`src/rtl/pinst_dispatch.sv`:
```
// pinst_dispatch: instruction FIFO and one-at-a-time issue stage toward the array controller,
// with a watchdog that flags a controller that never signals completion.
module pinst_dispatch #(
    parameter int INST_W = 64,
    parameter int DEPTH  = 4,
    parameter int TO_W   = 8
) (
    input  logic                       clk,
    input  logic                       reset,
    input  logic [INST_W-1:0]          in_inst,
    input  logic                       in_valid,
    output logic                       in_ready,
    input  logic                       flush,
    output logic [INST_W-1:0]          inst,
    output logic                       load,
    input  logic                       next,
    output logic                       busy,
    output logic [$clog2(DEPTH):0]     count,
    output logic                       timeout_err
);
    localparam int AW = $clog2(DEPTH);
    localparam int CW = AW + 1;

    typedef enum logic {IDLE, WAIT} state_t;

    state_t              state_q, state_d;
    logic [INST_W-1:0]   mem_q [DEPTH];
    logic [AW-1:0]       wr_q, rd_q;
    logic [CW-1:0]       cnt_q;
    logic [INST_W-1:0]   inst_q;
    logic                load_q;
    logic [TO_W-1:0]     wdog_q, wdog_d;
    logic                err_q, err_d;
    logic                push, issue;

    // ready looks only at the registered count, so a full FIFO stays blocked during its pop cycle
    assign in_ready = (cnt_q != CW'(DEPTH)) && !flush;
    assign push     = in_valid && in_ready;
    assign issue    = (state_q == IDLE) && (cnt_q != '0) && !flush;

    always_comb begin
        state_d = state_q;
        wdog_d  = wdog_q;
        err_d   = err_q;
        if (state_q == IDLE) begin
            if (issue) begin
                state_d = WAIT;
                wdog_d  = '0;
            end
        end else if (next) begin
            state_d = IDLE;
        end else if (wdog_q == '1) begin
            state_d = IDLE;
            err_d   = 1'b1;
            wdog_d  = '0;
        end else begin
            wdog_d = wdog_q + 1'b1;
        end
    end

    always_ff @(posedge clk) begin
        if (reset) begin
            state_q <= IDLE;
            wr_q    <= '0;
            rd_q    <= '0;
            cnt_q   <= '0;
            inst_q  <= '0;
            load_q  <= 1'b0;
            wdog_q  <= '0;
            err_q   <= 1'b0;
        end else begin
            state_q <= state_d;
            wdog_q  <= wdog_d;
            err_q   <= err_d;
            load_q  <= issue;
            if (issue) inst_q <= mem_q[rd_q];
            if (push) wr_q <= wr_q + 1'b1;
            if (flush) begin
                cnt_q <= '0;
                rd_q  <= wr_q;
            end else begin
                cnt_q <= cnt_q + CW'(push) - CW'(issue);
                rd_q  <= rd_q + AW'(issue);
            end
        end
    end

    always_ff @(posedge clk) begin
        if (push) mem_q[wr_q] <= in_inst;
    end

    assign inst        = inst_q;
    assign load        = load_q;
    assign busy        = (state_q == WAIT);
    assign count       = cnt_q;
    assign timeout_err = err_q;
endmodule
```
`config.mk`:
```
export PLATFORM = sky130hd
export DESIGN_NAME = pinst_dispatch
export DESIGN_NICKNAME = d
export VERILOG_FILES = /design/src/rtl/pinst_dispatch.sv
export SDC_FILE = /design/constraint.sdc
export NUM_CORES = 1
export LEC_CHECK = 0
export ABC_CLOCK_PERIOD_IN_PS = 3100
export BUFFER_PORTS_ARGS = -buffer_cell sky130_fd_sc_hd__buf_2
export CORE_MARGIN = 3
export CORE_UTILIZATION = 46
export CTS_CLUSTER_SIZE = 12
export DETAILED_ROUTE_END_ITERATION = 7
export PLACE_DENSITY = 0.74
export SLEW_MARGIN = 20
export SYNTH_ARGS = -nofsm -noshare
export SYNTH_HDL_FRONTEND = slang
export SYNTH_SLANG_ARGS = --single-unit
export TNS_END_PERCENT = 50
```
`constraint.sdc`:
```
create_clock -name clk -period 3.1 [get_ports clk]
set_input_delay 0.465 -clock clk [delete_from_list [all_inputs] [get_ports clk]]
set_output_delay 0.465 -clock clk [all_outputs]
set_load 0.05 [all_outputs]
```
# Word level (Yosys, flattened, before mapping)
# Memory sizes are Yosys's and may differ from the RTL's. A register that Yosys moved wholly into a read port is not among the register bits.
# Index checks and enable logic that the tools add are counted.
word_totals:
  regBits: 18
  mem_bits_rw: 256
  in_bits: 69
  elab_cells: 39
  mem_count: 1
op_classes:
  add_sub_neg: 5
  n_eq_ne: 3
  mux: 11
  bitwise: 2
  reduce_logical: 10
mem_list:
  columns: ["memory", "depth", "word_bits", "rd", "rd_clocked_by_memory_dff", "wr", "line", "source"]
  rows:
  - ["mem_q", 4, 64, 1, 1, 1, "27", "logic [INST_W-1:0] mem_q [DEPTH];"]
ops:
  columns: ["cell", "count"]
  rows:
  - ["$mux W8", 4]
  - ["$add A8 B1 Y8 const B", 1]
  - ["$eq A8 B8 Y1 const B", 1]
  - ["$mux W1", 6]
  - ["$logic_and A1 B1 Y1", 4]
  - ["$add A3 B1 Y3", 1]
  - ["$ne A3 B3 Y1 const B", 1]
  - ["$reduce_and A3 Y1", 1]
  - ["$reduce_bool A3 Y1", 1]
  - ["$sub A3 B1 Y3", 1]
  - ["$add A2 B1 Y2", 1]
  - ["$add A2 B1 Y2 const B", 1]
  - ["$mux W2", 1]
  - ["$ne A2 B2 Y1 const B", 1]
  - ["$not A1 Y1", 2]
  - ["$reduce_and A2 Y1", 1]
  - ["$reduce_bool A2 Y1", 1]
  - ["$reduce_or A2 Y1", 1]
  - ["$logic_not A1 Y1", 1]

# Longest topological paths before layout
# Gate-level depths: netlist of the first run.
logic_depth:
  ltp_word: 5
  depth_mapped: 13
  depth_no_buf: 11

# Least setup slack after synthesis of the first run
# Ideal clock, no wire load.
synth_path:
  path_kind: "reg-to-reg"
  start: "register cnt_q[1], in the netlist count[1]"
  end: "memory mem_q[1][0], enable pin"
  t_arrival_ns: 2.868
  required_ns: 2.671
  setup_slack_ns: -0.196
  stages_incl_launch_ff: 4
  synth_period_minus_slack_ns: 3.296
  cell_sequence: "dfxtp_1 nor2_1 a211oi_2 and2_1"
synth_between:
  elab_chain_len: 5
synth_lines:
  columns: ["item", "line", "source"]
  rows:
  - ["start: declaration", "29", "logic [CW-1:0] cnt_q;"]
  - ["start signal: assignment", "82", "cnt_q <= cnt_q + CW'(push) - CW'(issue);"]
  - ["$ne A3 B3 Y1", "37", "assign in_ready = (cnt_q != CW'(DEPTH)) && !flush;"]
  - ["$logic_and A1 B1 Y1", "37", null]
  - ["$logic_and A1 B1 Y1", "38", "assign push = in_valid && in_ready;"]
  - ["$mux W1", "89", "if (push) mem_q[wr_q] <= in_inst;"]
  - ["$mux W1 (implied by the code)", "89", null]
  - ["end: declaration", "27", null]
# No other way between the ends.

# Worst setup path after layout of the first run
layout_path:
  start: "register cnt_q[1], in the netlist count[1]"
  end: "register cnt_q[2], in the netlist count[2]"
layout_between:
  elab_chain_len: 5
layout_lines:
  columns: ["item", "line"]
  rows:
  - ["$ne A3 B3 Y1", "37"]
  - ["$logic_and A1 B1 Y1", "37"]
  - ["$logic_and A1 B1 Y1", "38"]
  - ["$add A3 B1 Y3", "82"]
  - ["$sub A3 B1 Y3 (*)", "82"]
# Every way passes the cells marked *; elsewhere a longest branch is shown, timed or not.
# A chain may end at the register's enable or synchronous reset.

==> impl_results.md, run 1 <==
* Status: complete, no violations
* Yosys top cell area share at 61.55%
* Largest net degree at the start of global routing at 68
* Avg Inst Size Synth at 17.49 sq um
* Element type at the critical path end: register
* R2R Setup Slk at 0.63 ns
* H-tree Lvls at 2
* P_leak at 0.005069 uW
* Placeable Area at 0.02635 sq mm
* EDFF count, synth at 256
* Worst VDD drop at 0.5037 mV
* Hold Path Origin: in_inst[59]
* Longest Clk Path Bufs at 3
* Final Max Tran Viols at 0
* Slew @ Worst Pin at 0.8695 ns
* Vias per cell at 5.295
* Kind of critical path: reg2reg
* Clock Skews at 0.01078 ns
* Worst path max stage delay at 0.46 ns
* Ys flop type: edfxtp_1
* Initial antenna violation count at 7
* CTS sink cnt at 338
* Startpoint types: register
* Crit path time final at 2.472 ns
* Mapped cell area at 0.01249 sq mm
* Via count at 6529
* Critical path arrival at 2.82 ns
* Post-DP Area at 0.01360 sq mm
* Crit-path cells: nor3_1, or3_4, clkinv_4, ha_1, inv_1, ha_1, inv_1, fa_1, xor2_1, xnor2_1, nor3_1
* Detail Route Antenna Nets at 0
* DRC at 0
* Overflow after GRT at 0
* Die height at 170.8 microns
* Die X at 170.8 microns
* Share of post-route cells with drive strength above 1 at 35.90%
* DRT iter0 DRCs at 409
* Syn nets at 792
* Wire length of the first global-routing pass at 38210 microns
* Site row count at 59
* Most common cell after layout, fill and taps aside: edfxtp_1
* Setup ws final at 0.6283 ns
* Fmax achieved at 404.6 MHz
* TritonCTS clock tree: done
* Number of global-route vias before repair at 6762
* Root Buffer: clkbuf_16
* Worst Hold Depth at 1
* Most frequent cells in the layout: edfxtp_1, buf_2, nand2_1
* Post-CTS Resized at 0
* Pwr dens at 675.3 mW/mm^2
* Slew headroom at 42.04%
* Port bufs at 139
* Reg-to-reg startpoint: count[1]$_SDFF_PP0_
* Area Overhead vs Synth at 18.38%
* Final hold vios at 0
* Reg2reg path depth at 11
* GP Congestion at 0.7463
* CTS Buf Count at 36
* Post-CTS Setup Bufs at 0
* Synth area leaders: edfxtp_1, dfxtp_1, mux4_2
* Setup violations, final at 0
* Routed WL at 24270 microns
* Dpl hpwl at 14330 microns
* Crit Path Max Fanout at 22
* Hold Buf Count CTS at 0
* Sequential area share after synthesis at 74.69%
* DRT Pass-1 Iters at 4
* Initial Utilization at 47.39%
* Clock Pin Slew Worst Setup and Hold Paths at 0.06 ns
* Io pins at 140
* DIE AREA at 0.02916 sq mm
* Critical Path Slowest Stage Cell: dfxtp_1
* Synth cell types at 37
* RSZ-0062 raised after global routing: false
* Final worst-path cycle share at 79.73%
* Cells after Synth at 714
* Filler cell count at 2050
* Hold WC Path Type: in2reg
* FF+latch count, synth at 338
* Critical path launch point: count[1]$_SDFF_PP0_
* YS warnings at 0
* # Max-Cap Violations at 0
* Post-Place Worst Slack at 0.4588 ns
* Routed wire per std cell at 19.68 microns
* GRT Total Usage at 16.93%
* Crit path required time at 3.45 ns
* Fraction of registers with async set/reset at 0%
* Synth area leader: edfxtp_1
* Finished Cell Area at 0.01479 sq mm
* Clk Latency, worst-skew pair at 0.51 ns
* Final layout net count at 948
[through the flow]
| step | utilization (%) | total power (uW) | hold slack, ns | setup TNS, ns | instances |
|---|---|---|---|---|---|
| finish | 56.10 | 9985 | 0.1701 | 0 | 1233 |
| CTS | 56.09 | 10120 | 0.1445 | 0 | 1232 |
| global route | 56.10 | 10370 | 0.1404 | 0 | 1233 |
| global placement | 51.61 | 5914 | 0.4411 | 0 | 1167 |
| floorplan | - | 5700 | 0.4515 | -25.08 | 714 |
| detailed placement | 51.61 | 5933 | 0.4430 | 0 | 1167 |
[cells in the mapped netlist (5+ instances only)]
cell and count:
edfxtp_1 256, xor2_1 7, clkbuf_1 17, nor2_1 11, nand3_1 5, nor3_1 5, a21oi_2 20, a21oi_1 50
dfxtp_1 82, mux4_2 64, nand2_2 21, ha_1 8, inv_1 6, buf_2 15, nand2_1 111
[state kept, by name, indices dropped and copies added (netlist names)]
register / count
mem_q: 256
inst: 64
wdog_q: 8
count: 3
rd_q: 2
wr_q: 2
busy: 1
load: 1
timeout_err: 1
[metal layers]
metal / track usage (%) / vias to the layer above / share of wire, %
met5: 0 / - / 0.24
met4: 4.021 / 12 / 1.5
met3: 4.205 / 43 / 5.8
met2: 27.95 / 164 / 50
met1: 22.97 / 3279 / 43
li1: - / 3031 / -
[path summary, 6_finish.rpt]
kind / endpoint
worst max-delay path: count[2]$_SDFF_PP0_
worst min-delay path: mem_q[3][59]$_DFFE_PP_
worst max register to register: count[2]$_SDFF_PP0_
worst min register to register: inst[36]$_SDFFE_PP0P_
[power breakdown]
group          internal (uW)  switching [uW]
combinational            268             476
sequential              5000            75.4
clock                   2550            1610
total                   7820            2160
[critical path, delay by kind of cell (launching register included)]
| family | cells | cell delay, ns |
|---|---|---|
| DFF | 1 | 0.46 |
| adders and majority gates | 3 | 0.77 |
| buffers and inverters | 3 | 0.29 |
| and+or+nand+nor | 3 | 0.51 |
| xor gates and xnor gates | 2 | 0.30 |
[cells by family (layout without fill, tap and decap cells)]
family,count (synthesis),in the layout,synth area share [%]
DFF,338,338,74.69
adders and majority gates,9,9,0.9618
buffers and inverters,46,229,2.054
and+or+nand+nor,168,168,5.941
other,0,1,0
AOI/OAI and AO/OA,77,77,3.837
xor gates and xnor gates,9,9,0.6312
muxes,67,67,11.88
[cell type report]
class	count	area (sq um)	share of cell area (%)
flip-flops and latches	338	9336	63.15
multi-input cells	330	2919	19.74
clock buffers	60	1124	7.599
repair buffers	157	895.9	6.059
well taps	335	419.2	2.835
clock inverters	5	57.56	0.3893
inverters	7	31.28	0.2116
diodes	1	2.502	0.01692
(Power assumes the default switching activity.)
==> inputs of run 2 (changes only) <==
--- a/config.mk
+++ b/config.mk
@@ -5,13 +5,13 @@
 export SDC_FILE = /design/constraint.sdc
 export NUM_CORES = 1
 export LEC_CHECK = 0
-export ABC_CLOCK_PERIOD_IN_PS = 3100
+export ABC_CLOCK_PERIOD_IN_PS = 2500
 export BUFFER_PORTS_ARGS = -buffer_cell sky130_fd_sc_hd__buf_2
 export CORE_MARGIN = 3
 export CORE_UTILIZATION = 46
 export CTS_CLUSTER_SIZE = 12
 export DETAILED_ROUTE_END_ITERATION = 7
-export PLACE_DENSITY = 0.74
+export PLACE_DENSITY = 0.71
 export SLEW_MARGIN = 20
 export SYNTH_ARGS = -nofsm -noshare
 export SYNTH_HDL_FRONTEND = slang
==> constraint.sdc (replaced) <==
create_clock -name clk -period 2.5 [get_ports clk]
set_input_delay 0.375 -clock clk [delete_from_list [all_inputs] [get_ports clk]]
set_output_delay 0.375 -clock clk [all_outputs]
set_load 0.05 [all_outputs]
==> run 2 against run 1 <==
Net effect: flip-flop and latch count unchanged; final area decreased by 0.18%; sequential power increased by 24%; worst hold slack got worse by 0.075 ns; critical path depth unchanged; utilization decreased by 0.10 points; largest power group unchanged; clock power increased by 15%; wire length decreased by 2.8%; final cell count about the same.
==> impl_results.md, run 2 (synthesized netlist as in run 1, its figures left out) <==
* Final hold vios at 0 (unchanged)
* Post-CTS Setup Bufs at 0 (unchanged)
* DRT iter0 DRCs at 317 (-22%)
* CTS Buf Count at 35 (-2.8%)
* Filler cell count at 2036 (-0.68%)
* Max reg flops at 256 (unchanged)
* Multi-input gate area at 0.002919 sq mm (unchanged)
* Io pins at 140 (unchanged)
* DRT Pass-1 Iters at 4 (unchanged)
* Vias per cell at 5.267 (-0.54%)
* Worst Hold Depth at 1 (unchanged)
* Final worst-path cycle share at 85.36% (+5.6 points)
* Die X at 170.8 microns (unchanged)
* Status: complete, no violations
* Met2 Use GR at 26.31% (-1.6 points)
* Clock Skews at 0.006899 ns (-0.003883 ns)
* Via count at 6499 (-0.46%)
* Largest net degree at the start of global routing at 68 (unchanged)
* Final layout net count at 951 (+0.32%)
* Final Max Tran Viols at 0 (unchanged)
* # Max-Cap Violations at 0 (unchanged)
* Die height at 170.8 microns (unchanged)
* Crit path required time at 2.91 ns (-0.54 ns)
* Hold WC Path Type: in2reg
* TritonCTS clock tree: done
* Share of post-route cells with drive strength above 1 at 36.08% (+0.18 points)
* P_leak at 0.005046 uW (-0.47%)
* RSZ-0062 raised after global routing: false
* GP Congestion at 0.7354 (-1.5%)
* Slew headroom at 43.29% (+1.3 points)
* DRC at 0 (unchanged)
* Post-CTS Resized at 0 (unchanged)
* Pwr dens at 815.8 mW/mm^2 (+21%)
* Site row count at 59 (unchanged)
* Critical path arrival at 2.55 ns (-0.27 ns)
* Kind of critical path: reg2reg
* Detail Route Antenna Nets at 0 (unchanged)
* Routed WL at 23600 microns (-2.8%)
* Routed wire per std cell at 19.12 microns (-2.9%)
* Fmax achieved at 468.6 MHz (+16%)
* Worst VDD drop at 0.6026 mV (+20%)
* Setup violations, final at 0 (unchanged)
* Clk Latency, worst-skew pair at 0.50 ns (about the same)
* Element type at the critical path end: register
* Most flop-heavy register: mem_q
* Root Buffer: clkbuf_16
* GR peak layer: met2
* Dpl hpwl at 13890 microns (-3.1%)
* Reg2reg path depth at 11 (unchanged)
* GRT Total Usage at 16.34% (-0.59 points)
* GR met3 Demand/Resource at 4.344% (+0.14 points)
* Slew @ Worst Pin at 0.8506 ns (-0.01887 ns)
* Finished Core Util at 56.00% (-0.10 points)
* Startpoint types: register
* Area Overhead vs Synth at 18.17%
* Grt met1 use at 22.46% (-0.51 points)
* Most frequent cells in the layout: edfxtp_1, buf_2, nand2_1
* Initial antenna violation count at 4 (-3)
* Crit path time final at 2.134 ns (-0.3377 ns)
* Number of global-route vias before repair at 6611 (-2.2%)
* Hold Buf Count CTS at 0 (unchanged)
* Crit Path Max Fanout at 6 (-73%)
* Port bufs at 139 (unchanged)
* CTS sink cnt at 338 (unchanged)
* Overflow after GRT at 0 (unchanged)
* Initial Utilization at 47.39% (unchanged)
* Reg area at 0.009349 sq mm (+0.13%)
* Most common cell after layout, fill and taps aside: edfxtp_1
* Longest Clk Path Bufs at 3 (unchanged)
* Wire length of the first global-routing pass at 36810 microns (-3.6%)
* H-tree Lvls at 2 (unchanged)
* Placeable Area at 0.02635 sq mm (unchanged)
* Setup_tns at 0 ns (unchanged)
* Clock Pin Slew Worst Setup and Hold Paths at 0.06 ns (about the same)
* DIE AREA at 0.02916 sq mm (unchanged)
run 2: power by group:
group | leakage, uW | switching (uW) | total [uW] | internal (uW)
clock network | 0.000515 | 1960 | 4800 | 2840
registers | 0.00299 | 72.9 | 6280 | 6200
logic | 0.00154 | 608 | 960 | 351
run 2: critical path, stage by stage, from the launching register on:
cell and delay, ns:
dfxtp_4 0.38, nor3_1 0.07, or3_4 0.35, clkinv_4 0.07, ha_1 0.21, inv_1 0.05, ha_1 0.12, inv_1 0.04
fa_1 0.37, xor2_1 0.16, xnor2_1 0.12, nor3_1 0.11
run 2: worst paths after layout:
kind / from / to / slack (ns)
worst max-delay path: count[1]$_SDFF_PP0_ / count[2]$_SDFF_PP0_ / 0.37
worst min-delay path: in_inst[49] / mem_q[3][49]$_DFFE_PP_ / 0.1
worst min register to register: inst[57]$_SDFFE_PP0P_ / inst[57]$_SDFFE_PP0P_ / 0.45
worst max register to register: count[1]$_SDFF_PP0_ / count[2]$_SDFF_PP0_ / 0.37
run 2: routing by layer:
metal / part of all wire (%) / up-vias
met3: 7.5 / 43
met4: 1.9 / 6
li1: - / 3032
met2: 48 / 177
met1: 42 / 3241
met5: 0.12 / -
run 2: layout make-up:
| class | count | share of cell area (%) |
|---|---|---|
| Clock inverter | 3 | 0.09325 |
| Tap cell | 335 | 2.840 |
| Multi-Input combinational cell | 330 | 19.78 |
| Inverter | 7 | 0.2119 |
| Clock buffer | 59 | 7.104 |
| Timing Repair Buffer | 161 | 6.612 |
| Sequential cell | 338 | 63.34 |
| Antenna cell | 1 | 0.01695 |
run 2: metrics by stage:
stage	total power (uW)	hold WS, ns	setup WS (ns)	area, sq um	std cells
2_1_floorplan	7065	0.4515	0.01654	12510	714
3_3_place_gp	7350	0.4398	0.2835	13690	1171
3_5_place_dp	7373	0.4440	0.2617	13690	1171
4_1_cts	12180	0.07008	0.3436	14760	1233
5_1_grt	12480	0.07597	0.1912	14760	1234
6_report	12040	0.09500	0.3660	14760	1234
==> inputs of run 3 (changes only) <==
--- a/config.mk
+++ b/config.mk
@@ -5,8 +5,10 @@
 export SDC_FILE = /design/constraint.sdc
 export NUM_CORES = 1
 export LEC_CHECK = 0
+export ABC_AREA = 1
 export ABC_CLOCK_PERIOD_IN_PS = 2500
 export BUFFER_PORTS_ARGS = -buffer_cell sky130_fd_sc_hd__buf_2
+export CORE_ASPECT_RATIO = 0.8
 export CORE_MARGIN = 3
 export CORE_UTILIZATION = 46
 export CTS_CLUSTER_SIZE = 12
==> run 3 against run 2 <==
Net effect: fmax is 5.1% lower; synthesized cell count up 53%; final cell count increased by 31%; via count is 26% higher; non-clock buffer count fell by 3; flip-flop and latch count did not move; critical path depth increased by 1; wire length up 13%; sequential share of layout area decreased by 1.1 points; largest power group unchanged.
==> impl_results.md, run 3 <==
* H-tree Lvls at 2 (unchanged)
* Net Sw Power at 2738 uW (+3.7%)
* Critical Path Slowest Stage Cell: fa_1
* Avg Inst Size Synth at 11.76 sq um (-33%)
* Internal power at 9308 uW (-0.98%)
* Site row count at 54 (-8.5%)
* Most common cell after layout, fill and taps aside: nand2_1
* Clk Latency, worst-skew pair at 0.50 ns (about the same)
* Final layout net count at 1308 (+38%)
* Crit path time final at 2.249 ns (+0.1146 ns)
* Pwr dens at 802.4 mW/mm^2 (-1.6%)
* Hold WC Path Type: in2reg
* Fin cells at 1620 (+31%)
* Top delay family on crit path: adder cells
* Top-count cell post-synth: nand2_1
* Ys flop type: edfxtp_1
* # Max-Cap Violations at 0 (unchanged)
* Critical path launch point: count[1]$_SDFF_PP0_
* Final hold vios at 0 (unchanged)
* Sequential share of power at 52.0% (about the same)
* Finished Cell Area at 0.01501 sq mm (+1.7%)
* Port bufs at 139 (unchanged)
* Crit-path most repeated cell: inv_1
* Hold_ws at 0.09202 ns (-0.002987 ns)
* Routed wire per std cell at 16.45 microns (-14%)
* Dpl hpwl at 15370 microns (+11%)
* Hold Buf Count CTS at 0 (unchanged)
* Synth area leaders: edfxtp_1, dfxtp_1, nand2_1
* Overflow after GRT at 0 (unchanged)
* Initial antenna violation count at 3 (-1)
* DRT Pass-1 Iters at 5 (+1)
* Reg-to-reg startpoint: count[1]$_SDFF_PP0_
* Placeable Area at 0.02736 sq mm (+3.8%)
* Longest Clk Path Bufs at 3 (unchanged)
* Comb power frac at 7.9% (about the same)
* FF+latch count, synth at 338 (unchanged)
* Multi-input gate area at 0.003080 sq mm (+5.5%)
* Die height at 155.4 microns (-9.0%)
* Filler cell count at 2294 (+13%)
* Area Overhead vs Synth at 17.01%
* Fmax achieved at 444.7 MHz (-5.1%)
* Post-CTS Resized at 0 (unchanged)
* P_leak at 0.005973 uW (+18%)
* DRC at 0 (unchanged)
* Via count at 8184 (+26%)
* Vias per cell at 5.052 (-4.1%)
* Synth area leader: edfxtp_1
* Setup_tns at 0 ns (unchanged)
* Sw frac at 22.73% (+0.79 points)
* YS warnings at 0 (unchanged)
* Die X at 192.7 microns (+13%)
* Worst Path Buf+Inv at 3 (unchanged)
* Clk pwr share at 40.1% (+0.2 points)
* EDFF count, synth at 256 (unchanged)
* GP Congestion at 0.8118 (+10%)
* GRT Total Usage at 17.87% (+1.5 points)
* RSZ-0062 raised after global routing: false
* Largest net degree at the start of global routing at 130 (+91%)
* Root Buffer: clkbuf_16
* Element type at the critical path end: register
* Clock Pin Slew Worst Setup and Hold Paths at 0.06 ns (about the same)
* DIE AREA at 0.02994 sq mm (+2.7%)
* CTS Buf Count at 35 (unchanged)
* Finished Core Util at 54.86% (-1.1 points)
* Syn nets at 1169 (+48%)
* Placed cells at 1557 (+33%)
* Setup violations, final at 0 (unchanged)
* Critical path arrival at 2.67 ns (+0.12 ns)
* Final Max Tran Viols at 0 (unchanged)
* Number of global-route vias before repair at 7839 (+19%)
* Clock Skews at 0.01111 ns (+0.004213 ns)
* Crit path required time at 2.92 ns (about the same)
* DRT iter0 DRCs at 505 (+59%)
* Max reg flops at 256 (unchanged)
* Cells after Synth at 1091 (+53%)
* Kind of critical path: reg2reg
* Routed WL at 26660 microns (+13%)
* Crit-path cells: nor2_4, nand2_2, nand2_4, inv_1, ha_1, inv_1, ha_1, inv_1, fa_1, xnor2_1, or2_2, a21oi_1
* Initial Utilization at 46.89% (-0.51 points)
* Detail Route Antenna Nets at 0 (unchanged)
* CTS sink cnt at 338 (unchanged)
* Reg area at 0.009340 sq mm (about the same)
* Ant diodes at 0 (-1)
* Worst path max stage delay at 0.37 ns (about the same)
* Most frequent cells in the layout: nand2_1, edfxtp_1, nand3_1
* Hold Path Origin: in_inst[41]
* Share of post-route cells with drive strength above 1 at 20.14% (-16 points)
* Synth cell types at 27 (-27%)
* Synth top cells by count: nand2_1, edfxtp_1, nand3_1
* Status: complete, no violations
* Post-DP Area at 0.01395 sq mm (+1.8%)
* Sequential area share after synthesis at 72.71% (-2.0 points)
* Worst VDD drop at 0.4469 mV (-26%)
* Post-CTS Setup Bufs at 0 (unchanged)
* Io pins at 140 (unchanged)
* Mapped cell area at 0.01283 sq mm (+2.7%)
* Most flop-heavy register: mem_q
* Crit Path Max Fanout at 6 (unchanged)
* Final worst-path cycle share at 89.95% (+4.6 points)
* TritonCTS clock tree: done
* Slew @ Worst Pin at 0.6609 ns (-0.1897 ns)
* Slew headroom at 55.94% (+13 points)
* Fraction of registers with async set/reset at 0% (unchanged)
* Wire length of the first global-routing pass at 42020 microns (+14%)
* Yosys top cell area share at 59.92% (-1.6 points)
* Startpoint types: register
## run 3: cell count changes after synthesis, moves of 11 or more
cell     previous run  this run
nor2_1             11        22
inv_1               6        24
nand2_1           111       398
mux4_2             64         0
nand3_1             5       177
buf_2              15        33
nand3_2             0        20
a21oi_2            20         0
a21oi_1            50        10
## run 3: path summary, 6_finish.rpt
kind                            endpoint  slack [ns]  cells past startpoint
setup / recovery     count[2]$_SDFF_PP0_        0.25                     12
hold / removal    mem_q[0][41]$_DFFE_PP_        0.09                      1
setup reg to reg     count[2]$_SDFF_PP0_        0.25                     12
hold reg to reg     inst[2]$_SDFFE_PP0P_        0.45                      2
## run 3: worst register-to-register path: stages (launching register included)
cell and delay, ns:
dfxtp_2 0.36, nor2_4 0.13, nand2_2 0.07, nand2_4 0.11, inv_1 0.07, ha_1 0.27
inv_1 0.07, ha_1 0.15, inv_1 0.05, fa_1 0.37, xnor2_1 0.14, or2_2 0.27
a21oi_1 0.12
## run 3: cell type report
cell class | instances | area share (%)
well taps | 364 | 3.034
clock inverters | 2 | 0.05834
flip-flops and latches | 338 | 62.22
clock buffers | 61 | 7.034
multi-input cells | 669 | 20.52
repair buffers | 158 | 6.418
inverters | 28 | 0.7168
## run 3: cell families (layout without fill, tap and decap cells)
group	count (synthesis)	in the layout	share of synthesized area [%]
flip-flops	338	338	72.71
buffers and inverters	84	249	3.550
adder cells (fa/ha/maj)	9	9	0.9363
XOR/XNOR	2	2	0.1366
AO/OA/AOI/OAI	22	22	0.8777
AND/OR/NAND/NOR	636	636	21.79
## run 3: power by group through the flow
stage / registers [uW] / clock network, uW / logic (uW)
after floorplan: 6560 / 0 / 476
after global placement: 6380 / 0 / 934
after detailed placement: 6390 / 0 / 957
after CTS: 6270 / 4950 / 961
after global routing: 6280 / 5190 / 1040
final: 6270 / 4830 / 947
## run 3: layer usage
layer	global-route usage, %	vias up	part of all wire (%)
met5	0	-	0.12
met4	4.646	6	2.0
met3	3.559	48	6.5
met2	29.97	229	49
met1	24.00	3903	43
li1	-	3998	-
## run 3: stage by stage
step	setup WS, ns	total power [uW]
2_1_floorplan	0.06575	7035
3_3_place_gp	0.2516	7315
3_5_place_dp	0.1850	7343
4_1_cts	0.2450	12180
5_1_grt	0.1448	12510
6_report	0.2513	12050
